$ cat config.mk
export PLATFORM = sky130hd
export DESIGN_NAME = route_judge
export DESIGN_NICKNAME = d
export VERILOG_FILES = /design/src/rtl/route_judge.sv
export SDC_FILE = /design/constraint.sdc
export NUM_CORES = 1
export LEC_CHECK = 0
export BUFFER_PORTS_ARGS = -buffer_cell sky130_fd_sc_hd__buf_2
export CAP_MARGIN = 30
export CORE_ASPECT_RATIO = 1.75
export CORE_MARGIN = 1
export CORE_UTILIZATION = 40
export CTS_CLUSTER_SIZE = 16
export DETAILED_ROUTE_END_ITERATION = 16
export PLACE_DENSITY_LB_ADDON = 0.1
export SYNTH_ARGS = -nofsm -noshare
export SYNTH_HDL_FRONTEND = slang
export SYNTH_SLANG_ARGS = --single-unit
$ cat constraint.sdc
create_clock -name clk -period 2.35 [get_ports clk]
set_clock_uncertainty 0.1 [all_clocks]
set_input_delay 0.235 -clock clk [delete_from_list [all_inputs] [get_ports clk]]
set_output_delay 0.235 -clock clk [all_outputs]
set_load 0.02 [all_outputs]
$ cat src/rtl/route_judge.sv
// route_judge: per-router output-port arbiter for the X/Y/LOCAL mesh router.
// Each output (X, Y, LOCAL) grants one requesting input per cycle by round-robin,
// gated by downstream ready. Grants and the per-input fail vector are registered.
// Optional starvation override is enabled by defining ROUTE_JUDGE_STARVE_EN.
// Internal arrays are indexed 0=X, 1=Y, 2=LOCAL; the 2-bit source codes are index+1.
module route_judge #(
  parameter int unsigned MAX_FAIL = 3,
  parameter int unsigned CNT_W    = 2
) (
  input  logic       clk,
  input  logic       rst_n,
  input  logic       enable,
  input  logic [1:0] dout_x,
  input  logic [1:0] dout_y,
  input  logic [1:0] dout_local,
  input  logic       ready_x,
  input  logic       ready_y,
  input  logic       ready_local,
  output logic [1:0] sel_x,
  output logic [1:0] sel_y,
  output logic [1:0] sel_local,
  output logic [2:0] fail
);

  localparam int unsigned NumPorts = 3;

  // Counter width must be able to hold the starvation threshold.
  if (MAX_FAIL > (1 << CNT_W) - 1) begin : g_bad_cnt_w
    $error("route_judge: CNT_W too narrow for MAX_FAIL");
  end

  logic [1:0]          dout  [NumPorts];
  logic [NumPorts-1:0] ready;

  logic [1:0]          ptr_q [NumPorts];
  logic [1:0]          ptr_d [NumPorts];
  logic [1:0]          sel_q [NumPorts];
  logic [1:0]          sel_d [NumPorts];
  logic [2:0]          fail_q, fail_d;

  logic [NumPorts-1:0] granted;
  logic [NumPorts-1:0] starved;
  logic [NumPorts-1:0] req;
  logic [NumPorts-1:0] cand;
  logic [1:0]          idx;
  logic                found;

  assign dout[0] = dout_x;
  assign dout[1] = dout_y;
  assign dout[2] = dout_local;
  assign ready   = {ready_local, ready_y, ready_x};

`ifdef ROUTE_JUDGE_STARVE_EN
  logic [CNT_W-1:0] cnt_q [NumPorts];
  logic [CNT_W-1:0] cnt_d [NumPorts];

  // An input that has failed MAX_FAIL times in a row is starved.
  always_comb begin
    for (int i = 0; i < NumPorts; i++) begin
      starved[i] = (cnt_q[i] == CNT_W'(MAX_FAIL));
    end
  end

  // Consecutive-fail counters: saturate on fail, clear on grant or idle.
  always_comb begin
    for (int i = 0; i < NumPorts; i++) begin
      cnt_d[i] = cnt_q[i];
      if (dout[i] == 2'b00 || granted[i]) begin
        cnt_d[i] = '0;
      end else if (fail_d[2-i] && cnt_q[i] != CNT_W'(MAX_FAIL)) begin
        cnt_d[i] = cnt_q[i] + 1'b1;
      end
    end
  end

  // Counter state register.
  always_ff @(posedge clk or negedge rst_n) begin
    if (!rst_n) begin
      for (int i = 0; i < NumPorts; i++) cnt_q[i] <= '0;
    end else if (enable) begin
      for (int i = 0; i < NumPorts; i++) cnt_q[i] <= cnt_d[i];
    end
  end
`else
  assign starved = '0;
`endif

  // Per-output round-robin arbitration and per-input fail derivation.
  always_comb begin
    granted = '0;
    fail_d  = '0;
    req     = '0;
    cand    = '0;
    idx     = 2'd0;
    found   = 1'b0;
    for (int d = 0; d < NumPorts; d++) begin
      sel_d[d] = 2'b00;
      ptr_d[d] = ptr_q[d];
      for (int i = 0; i < NumPorts; i++) begin
        req[i] = (dout[i] == 2'(d + 1));
      end
      // Starved requesters, if any, are the only candidates; RR still orders them.
      cand  = (|(req & starved)) ? (req & starved) : req;
      found = 1'b0;
      if (ready[d]) begin
        for (int k = 0; k < NumPorts; k++) begin
          idx = 2'((32'(ptr_q[d]) + 32'd2 + 32'(k)) % 32'd3);
          if (!found && cand[idx]) begin
            found        = 1'b1;
            sel_d[d]     = idx + 2'd1;
            granted[idx] = 1'b1;
            ptr_d[d]     = (idx == 2'd2) ? 2'b01 : idx + 2'd2;
          end
        end
      end
    end
    for (int i = 0; i < NumPorts; i++) begin
      fail_d[2-i] = (dout[i] != 2'b00) && !granted[i];
    end
  end

  // Arbitration state and registered outputs; everything holds while enable is low.
  always_ff @(posedge clk or negedge rst_n) begin
    if (!rst_n) begin
      for (int d = 0; d < NumPorts; d++) begin
        ptr_q[d] <= 2'b01;
        sel_q[d] <= 2'b00;
      end
      fail_q <= 3'b000;
    end else if (enable) begin
      for (int d = 0; d < NumPorts; d++) begin
        ptr_q[d] <= ptr_d[d];
        sel_q[d] <= sel_d[d];
      end
      fail_q <= fail_d;
    end
  end

  assign sel_x     = sel_q[0];
  assign sel_y     = sel_q[1];
  assign sel_local = sel_q[2];
  assign fail      = fail_q;

endmodule

==> results.json, run 1 <==
{
  "numCtsBuffers": 3,
  "post-place-ws_ps": -161,
  "arrival_ps": 2390,
  "syn_area_per_cell_um2": 7.30,
  "place_hpwl_um": 5340,
  "ys_seq_elements": 15,
  "cts.clk_slew.worst_paths_ps": 60,
  "path_class": "reg2reg",
  "required_ps": 2390,
  "grt_max_degree": 18,
  "synth_commonest_cells": "o21ai_0 (25), a21oi_1 (24), nand2_1 (24)",
  "grt_pass1_wl_um": 11200,
  "vias": 2382,
  "p_leak_uw": 0.00120,
  "first_global_vias": 2376,
  "initial_core_util": 0.415,
  "grt_overflow_total": 0,
  "relSlewSlack": 0.584,
  "antenna_found_initial": 0,
  "violations": "negative setup slack",
  "finalHoldViolations": 0,
  "grt_usage": 0.254,
  "die_area_um2": 5470,
  "fillCellCount": 514,
  "syn-num-nets": 307,
  "p_per_area_nw_per_um2": 1290,
  "clock-sinks": 15,
  "yosysTopAreaCell": "dfrtp_1",
  "hold_ws_ps": 187,
  "synth.yosys.seq_area_share": 0.184,
  "setup_viol": 1,
  "rows": 34,
  "fmax_ghz": 0.425,
  "wirelength_um": 6660,
  "drt-pass1-iter-count": 5,
  "synth_area_um2": 2070,
  "yosysUniqueCellTypes": 61,
  "start_kind": "flop",
  "worst_slew_pin_slew_ps": 622,
  "core_area_um2": 4980,
  "synth_most_common_cell": "o21ai_0",
  "drv_slew": 0,
  "vias_per_cell": 6.08,
  "maxCapViolations": 0,
  "fin_util": 0.548,
  "synth_edf_count": 0,
  "nNetsFinal": 363,
  "remaining_drc_errors": 0,
  "end_kind": "flop",
  "detail-route-antenna-nets": 0,
  "antenna_cells": 0,
  "cts_tree": "done",
  "root_buffer": "clkbuf_8",
  "synth_ff_type": "dfrtp_1",
  "port_buffers": 20,
  "die_w_um": 56.3,
  "cp_max_fo": 3,
  "clock_path_buffers": 2,
  "wire_per_inst_um": 17.0,
  "final.setup.worst_slack_ps": -0.286,
  "insertion_delay_ps": 250,
  "synth_top_area_share": 0.145,
  "drt-initial-drc-count": 94,
  "status": "complete, but fails checks",
  "htreeDepth": 1,
  "yosysWarningCount": 0,
  "ios": 21,
  "area_growth_pct": 32.1,
  "fin_crit_sh": 1.00,
  "routabilityCongestion": 0.944,
  "rsz0062_at_grt": "true",
  "power_uw": 3530,
  "ir_worst_vdd_mv": 0.791,
  "synthCells": 283,
  "period_minus_slack_ps": 2350,
  "drive_above_1_share": 0.349,
  "netlist_top_cells_area": "dfrtp_1 (15%), ha_1 (7.3%), o21ai_0 (6.1%), a21oi_1 (5.8%), nand2_1 (4.4%)",
  "die_h_um": 97.1,
  "async_flop_share": 1.00,
  "min_path_type": "in2reg"
}
-- cell families (layout without fill, tap and decap cells) --
logic type | Yosys count | count (layout) | synth area share
AO/OA/AOI/OAI | 110 | 110 | 0.369
adder cells (fa/ha/maj) | 14 | 14 | 0.0824
buffers and inverters | 41 | 96 | 0.0812
flip-flops | 15 | 15 | 0.184
AND/OR/NAND/NOR | 94 | 94 | 0.236
multiplexers | 9 | 9 | 0.0479
-- worst paths after layout --
check,start,end,slack (ps),depth (start not counted)
max in group asynchronous,rst_n,ptr_q[2],1490,2
setup / recovery,ptr_q[4],fail[2],-0.3,8
setup reg to reg,ptr_q[4],fail[2],-0.3,8
hold / removal,ready_y,fail[0],190,2
hold reg to reg,sel_local[0],sel_local[0],380,1
min in group asynchronous,rst_n,fail[0],340,2
-- critical path, cell delays in order (launching register included) --
cell,delay (ps)
dfstp_2,370
buf_4,130
ha_2,180
or3b_4,380
o211a_4,160
a31oi_4,200
o32ai_2,100
a311o_1,290
o41ai_2,340
-- flip-flops by register name (all words and copies together) (netlist names) --
register   flops
sel_local      2
sel_y          2
sel_x          2
ptr_q          6
fail           3
-- layout make-up --
class | count | area [um^2] | area share
clock buffers | 3 | 41.3 | 0.0151
clock inverters | 1 | 5.00 | 0.00183
multi-input cells | 227 | 1650 | 0.605
repair buffers | 73 | 513 | 0.188
well taps | 54 | 67.6 | 0.0248
flip-flops and latches | 15 | 380 | 0.139
inverters | 19 | 71.3 | 0.0261
-- per-stage QoR --
step / setup TNS, ps / instance area (um^2) / instances
after detailed placement: -341 / 2530 / 384
after global placement: -105 / 2530 / 384
final: -0.286 / 2730 / 392
after floorplan: 0 / 2090 / 283
after global routing: -95.8 / 2730 / 392
after CTS: 0 / 2630 / 390
-- timing repair --
item | 4_1_cts | 5_1_grt
pin swaps | 3 | 5
buffers inserted | 1 | 2
gates resized for setup | 10 | 18
hold buffers | 1 | 0
hold endpoints to repair | 12 | 0
endpoints found under the setup margin | 6 | 11
-- cells in the final DEF (no fill, tap or decap), types with 3 or more instances in the layout --
master    netlist  layout
a21o_1          4       4
a21oi_1        24      19
a21oi_2         0       5
a221oi_1        3       3
a22o_1          3       3
a31oi_1        10      10
and2_1          4       4
buf_2           5      20
buf_4           0      51
clkbuf_8        0       3
dfrtp_1        12      11
dfstp_2         3       3
ha_1           12       8
inv_1          17      16
mux2_2          7       7
nand2_1        24      24
nand2b_1        7       7
nand3_1         6       6
nand4_1         3       3
nor2_1         19      18
nor2b_1         6       5
nor3_1          8       6
o21a_1          4       4
o21ai_0        25      23
o221ai_1        3       3
o22ai_1         3       3
o41ai_2         1       3
-- report_power, final --
part	internal [uW]	total, uW	switching (uW)	leakage, uW
Combinational	1340	2850	1510	0.000998
Sequential	388	472	83.6	0.000179
Clock	117	206	88.7	0.0000255
-- per-layer routing --
metal	track usage	wire, um
met5	0	0
met4	0.0882	214
met3	0.0293	190
met2	0.483	3600
met1	0.282	2660
Power figures use the tool's default switching activity.
==> run 2, diff against run 1 <==
ABC_AREA = 1   (was unset)
==> run 2 against run 1 <==
The run now ends clean. Synthesized cell count fell by 3.2%. Area after synthesis fell by 17%. Non-clock buffer count fell by 50. Critical endpoint unchanged. Largest cell class unchanged. Largest power group unchanged.
==> results.json, run 2 <==
{
  "met2_usage": 0.534,
  "drt-pass1-iter-count": 4,
  "netlist_top_cells_area": "nand2_1 (21%), dfrtp_1 (18%), nand3_1 (11%), ha_1 (8.8%), inv_1 (6.8%)",
  "fin_crit_sh": 0.918,
  "synth_top_area_share": 0.206,
  "largest_reg_flops": 6,
  "tns_ps": 0,
  "ir_worst_vdd_mv": 0.891,
  "final_cell_mix": "nand2_1 (94), nand3_1 (37), inv_1 (31), buf_2 (20)",
  "core_area_um2": 4110,
  "fin_cells": 348,
  "p_per_area_nw_per_um2": 1700,
  "seq_power_share": 0.148,
  "hold_path_depth": 4,
  "syn_area_per_cell_um2": 6.25,
  "relSlewSlack": 0.760,
  "area_growth_pct": 13.4,
  "syn-num-nets": 298,
  "rows": 31,
  "ios": 21,
  "start_kind": "flop",
  "rsz0062_at_grt": "false",
  "place_hpwl_um": 4300,
  "crit-reg2reg-launch": "ptr_q[0]",
  "fillCellCount": 473,
  "worst_slew_pin_slew_ps": 361,
  "required_ps": 2400,
  "crit_top_cell": "nand2_1",
  "die_h_um": 88.5,
  "yosysUniqueCellTypes": 27,
  "met3_usage": 0.0275,
  "slowest_delay_ps": 550,
  "port_buffers": 20,
  "synthCells": 274,
  "first_global_vias": 1880,
  "dp.cells": 343,
  "path_cells": "inv_1 > ha_1 > buf_4 > o21ai_1 > nand2_2 > inv_1 > nand2_1 > nand2_1 > inv_1 > nand2_1 > nand2_1 > nand2_1 > inv_1 > nand2_1 > nand2_1",
  "switching_share": 0.582,
  "numCtsBuffers": 3,
  "cts_setup_buffers": 0,
  "end_kind": "flop",
  "maxCapViolations": 0,
  "finalHoldViolations": 0,
  "detail-route-antenna-nets": 0,
  "htreeDepth": 1,
  "remaining_drc_errors": 0,
  "p_leak_uw": 0.00112,
  "async_flop_share": 1.00,
  "antenna_cells": 0,
  "crit_path_start": "ptr_q[0]",
  "gr-usage-met1": 0.210,
  "vias": 1865,
  "power_uw": 3300,
  "grt_overflow_total": 0,
  "internal-power_uw": 1380,
  "cts.clk_slew.worst_paths_ps": 80,
  "synth_commonest_cells": "nand2_1 (94), nand3_1 (37), inv_1 (31)",
  "grt_usage": 0.250,
  "vias_per_cell": 5.36,
  "status": "completed",
  "synth.yosys.seq_area_share": 0.221,
  "wire_per_inst_um": 15.2,
  "path_class": "reg2reg",
  "initial_core_util": 0.416,
  "synth_most_common_cell": "nand2_1",
  "arrival_ps": 2210,
  "drt-initial-drc-count": 45,
  "max_flop_register": "ptr_q",
  "drive_above_1_share": 0.204,
  "clock-sinks": 15,
  "r2r_cells": 15,
  "setup_viol": 0,
  "period_minus_slack_ps": 2160,
  "ys_seq_elements": 15,
  "yosysTopAreaCell": "nand2_1",
  "die_area_um2": 4560,
  "drv_slew": 0,
  "routabilityCongestion": 0.849,
  "cts_tree": "done",
  "grt_max_degree": 16,
  "die_w_um": 51.5,
  "synth_ff_type": "dfrtp_1",
  "combPwrFrac": 0.783,
  "min_path_type": "in2reg",
  "synth_area_um2": 1710,
  "yosysWarningCount": 0,
  "wirelength_um": 5280,
  "insertion_delay_ps": 260,
  "crit_slowest_cell": "dfstp_2",
  "cp_max_fo": 13,
  "nNetsFinal": 324,
  "clock_path_buffers": 2,
  "grt_pass1_wl_um": 8340,
  "top_usage_layer": "met2",
  "synth_edf_count": 0,
  "final_common_cell": "nand2_1",
  "min_from": "ready_local",
  "antenna_found_initial": 0,
  "p_switching_uw": 1920,
  "root_buffer": "clkbuf_8",
  "fmax_ghz": 0.464,
  "power.share.clock": 0.069,
  "fin_util": 0.472
}
## run 2: cell types whose count changed after synthesis, sizes merged, moves of 8 or more
cell	before	now
nor3	8	0
inv	17	41
nor2	19	7
clkbuf	16	1
a21oi	24	12
a31oi	11	1
nand2	24	105
nand3	6	43
o21ai	25	16
nand4	3	11
## run 2: worst paths after layout
path,endpoint,slack (ps)
setup / recovery,fail[2],190
hold / removal,fail[1],210
setup reg to reg,fail[2],190
hold reg to reg,sel_y[1],380
max in group asynchronous,ptr_q[0],1510
min in group asynchronous,fail[2],330
## run 2: routing by layer
| metal | part of all wire | wire [um] |
|---|---|---|
| met1 | 0.36 | 1880 |
| met2 | 0.58 | 3060 |
| met5 | 0 | 0 |
| met4 | 0.040 | 213 |
| met3 | 0.023 | 123 |
## run 2: final cells by class
type	instances	area [um^2]	share of cell area
timing repair buffer	23	125	0.0645
tap	49	61.3	0.0316
clock inverter	1	5.00	0.00258
sequential	15	379	0.195
clock buffer	3	41.3	0.0213
inverter	42	160	0.0825
multi-input combinational	215	1170	0.602
## run 2: timing repair
action / in CTS / in global routing
hold buffers: 1 / 0
gates resized for setup: 0 / 1
endpoints found under the hold margin: 12 / 0
endpoints found under the setup margin: 0 / 7
## run 2: worst max-delay path, delay by kind of cell, from the launching register on
kind / cells / cell delay, ps
AO/OA/AOI/OAI: 1 / 100
adder cells (fa/ha/maj): 1 / 330
buffers and inverters: 5 / 430
flip-flops: 1 / 550
AND/OR/NAND/NOR: 8 / 540
## run 2: power by group through the flow
stage          Sequential [uW]  Combinational [uW]  Clock [uW]
2_1_floorplan              555                1870           0
3_3_place_gp               489                2530           0
3_5_place_dp               491                2520           0
4_1_cts                    486                2530         230
5_1_grt                    505                2890         245
6_report                   488                2580         229
## run 2: logic make-up (layout without fill, tap and decap cells)
| family | after synthesis | count (layout) | share of synthesized area |
|---|---|---|---|
| buffers and inverters | 44 | 69 | 0.103 |
| AO/OA/AOI/OAI | 36 | 36 | 0.119 |
| AND/OR/NAND/NOR | 167 | 167 | 0.469 |
| adder cells (fa/ha/maj) | 12 | 12 | 0.0877 |
| flip-flops | 15 | 15 | 0.221 |
## run 2: per-stage QoR
stage	instance area (um^2)	setup WS (ps)	hold WS, ps
global placement	1870	129	69.7
finish	1940	193	206
detailed placement	1870	129	71.9
global route	1940	8.61	213
CTS	1930	120	205
floorplan	1710	371	-161
==> run 3, diff against run 2 <==
CORE_UTILIZATION = 25   (was 40)
==> run 3 against run 2 <==
First-iteration DRC count is 29% higher. Cell area is 5.6% higher. Critical path type unchanged. Critical endpoint unchanged. Flip-flop and latch count stayed put. Register-to-register slack worse by 20 ps. Power is 8.1% higher.
==> results.json, run 3 (synthesis gave the netlist of run 2 again) <==
{
  "nNetsFinal": 326,
  "tns_ps": 0,
  "required_ps": 2390,
  "initial_core_util": 0.260,
  "core_area_um2": 6590,
  "cts_setup_buffers": 0,
  "root_buffer": "clkbuf_16",
  "clock-sinks": 15,
  "largest_reg_flops": 6,
  "top_layer": "met4",
  "routabilityCongestion": 0.907,
  "ios": 21,
  "antenna_found_initial": 0,
  "vias_per_cell": 5.03,
  "cp_max_fo": 8,
  "met3_length_um": 154,
  "first_global_vias": 2001,
  "die_h_um": 111,
  "met1_length_um": 2050,
  "rows": 39,
  "finalHoldViolations": 0,
  "setup_viol": 0,
  "power_uw": 3570,
  "crit_slowest_cell": "dfstp_2",
  "vias": 1927,
  "fin_util": 0.311,
  "final_cell_mix": "nand2_1 (92), nand3_1 (36), inv_1 (30), buf_2 (20)",
  "clock_path_buffers": 2,
  "detail-route-antenna-nets": 0,
  "min_path_type": "in2reg",
  "place_hpwl_um": 4940,
  "end_kind": "flop",
  "crit_top_cell": "nand2_1",
  "drive_above_1_share": 0.226,
  "route.met2.wl_um": 3590,
  "cts_tree": "done",
  "status": "completed",
  "grt_max_degree": 16,
  "grt_pass1_wl_um": 9560,
  "arrival_ps": 2220,
  "multi_input_area_um2": 1190,
  "wirelength_um": 6020,
  "area_growth_pct": 19.7,
  "fin_crit_sh": 0.928,
  "path_cells": "inv_1 > ha_1 > inv_1 > nand3_2 > nand2_4 > inv_4 > nor2_4 > nand3_1 > nand2_1 > a21oi_1 > nand2_1 > nand2_1",
  "start_kind": "flop",
  "rsz0062_at_grt": "false",
  "numCtsBuffers": 3,
  "worst_slew_pin_slew_ps": 374,
  "p_leak_uw": 0.00114,
  "insertion_delay_ps": 250,
  "drt-initial-drc-count": 58,
  "area.sequential_um2": 379,
  "drv_slew": 0,
  "max_flop_register": "ptr_q",
  "antenna_cells": 0,
  "wire_per_inst_um": 15.7,
  "period_minus_slack_ps": 2180,
  "die_area_um2": 7190,
  "drt-pass1-iter-count": 4,
  "final_common_cell": "nand2_1",
  "port_buffers": 20,
  "slowest_delay_ps": 560,
  "grt_overflow_total": 0,
  "fillCellCount": 754,
  "path_class": "reg2reg",
  "remaining_drc_errors": 0,
  "p_per_area_nw_per_um2": 1740,
  "maxCapViolations": 0,
  "cts.clk_slew.worst_paths_ps": 50,
  "relSlewSlack": 0.749,
  "die_w_um": 64.6,
  "fmax_ghz": 0.458,
  "htreeDepth": 1,
  "grt_usage": 0.177,
  "ir_worst_vdd_mv": 0.652
}
==> run 3: cell types whose count changed in the layout (fill, tap and decap cells not counted), sizes merged <==
cell	before	now
buf	22	23
nand2	105	106
==> run 3: final timing paths <==
| check | cells past startpoint | slack, ps | startpoint | end |
|---|---|---|---|---|
| worst max-delay path | 12 | 170 | ptr_q[4] | fail[2] |
| worst min-delay path | 4 | 220 | ready_y | fail[0] |
| worst max register to register | 12 | 170 | ptr_q[4] | fail[2] |
| worst min register to register | 2 | 380 | sel_y[1] | sel_y[1] |
| max in group asynchronous | 2 | 1510 | rst_n | ptr_q[4] |
| min in group asynchronous | 2 | 330 | rst_n | ptr_q[3] |
==> run 3: critical path, delay by kind of cell (launching register included) <==
| kind | cells | cell delay (ps) |
|---|---|---|
| simple gates | 7 | 720 |
| flops | 1 | 560 |
| fa+ha+maj | 1 | 320 |
| buf+inv | 3 | 280 |
| compound gates | 1 | 70 |
==> run 3: area by class of cell <==
| class | count | share of cell area |
|---|---|---|
| Clock inverter | 1 | 0.00244 |
| Multi-Input combinational cell | 216 | 0.583 |
| Tap cell | 82 | 0.0501 |
| Inverter | 42 | 0.0781 |
| Timing Repair Buffer | 24 | 0.0647 |
| Sequential cell | 15 | 0.185 |
| Clock buffer | 3 | 0.0366 |
==> run 3: routing by layer <==
metal / up-vias / track usage
met1: 916 / 0.159
met3: 12 / 0.0123
met2: 43 / 0.369
li1: 956 / -
met4: 0 / 0.0859
met5: - / 0
==> run 3: timing repair <==
item	4_1_cts	5_1_grt
gates resized for setup	0	7
hold buffers	1	0
hold endpoints to repair	12	0
setup endpoints to repair	0	7
==> run 3: through the flow <==
stage / instances / hold WS (ps) / cell area, um^2 / setup WS [ps]
floorplan: 274 / -161 / 1710 / 371
global placement: 377 / 86.5 / 1920 / 90.9
detailed placement: 377 / 83.1 / 1920 / 89.9
CTS: 382 / 227 / 2010 / 76.7
global route: 383 / 261 / 2050 / 19.2
finish: 383 / 221 / 2050 / 168
==> run 3: where the power goes <==
part	switching [uW]	internal (uW)	leakage [uW]
registers	94.9	400	0.000181
logic	1810	911	0.000919
clock network	122	228	0.0000409
total	2030	1540	0.00114
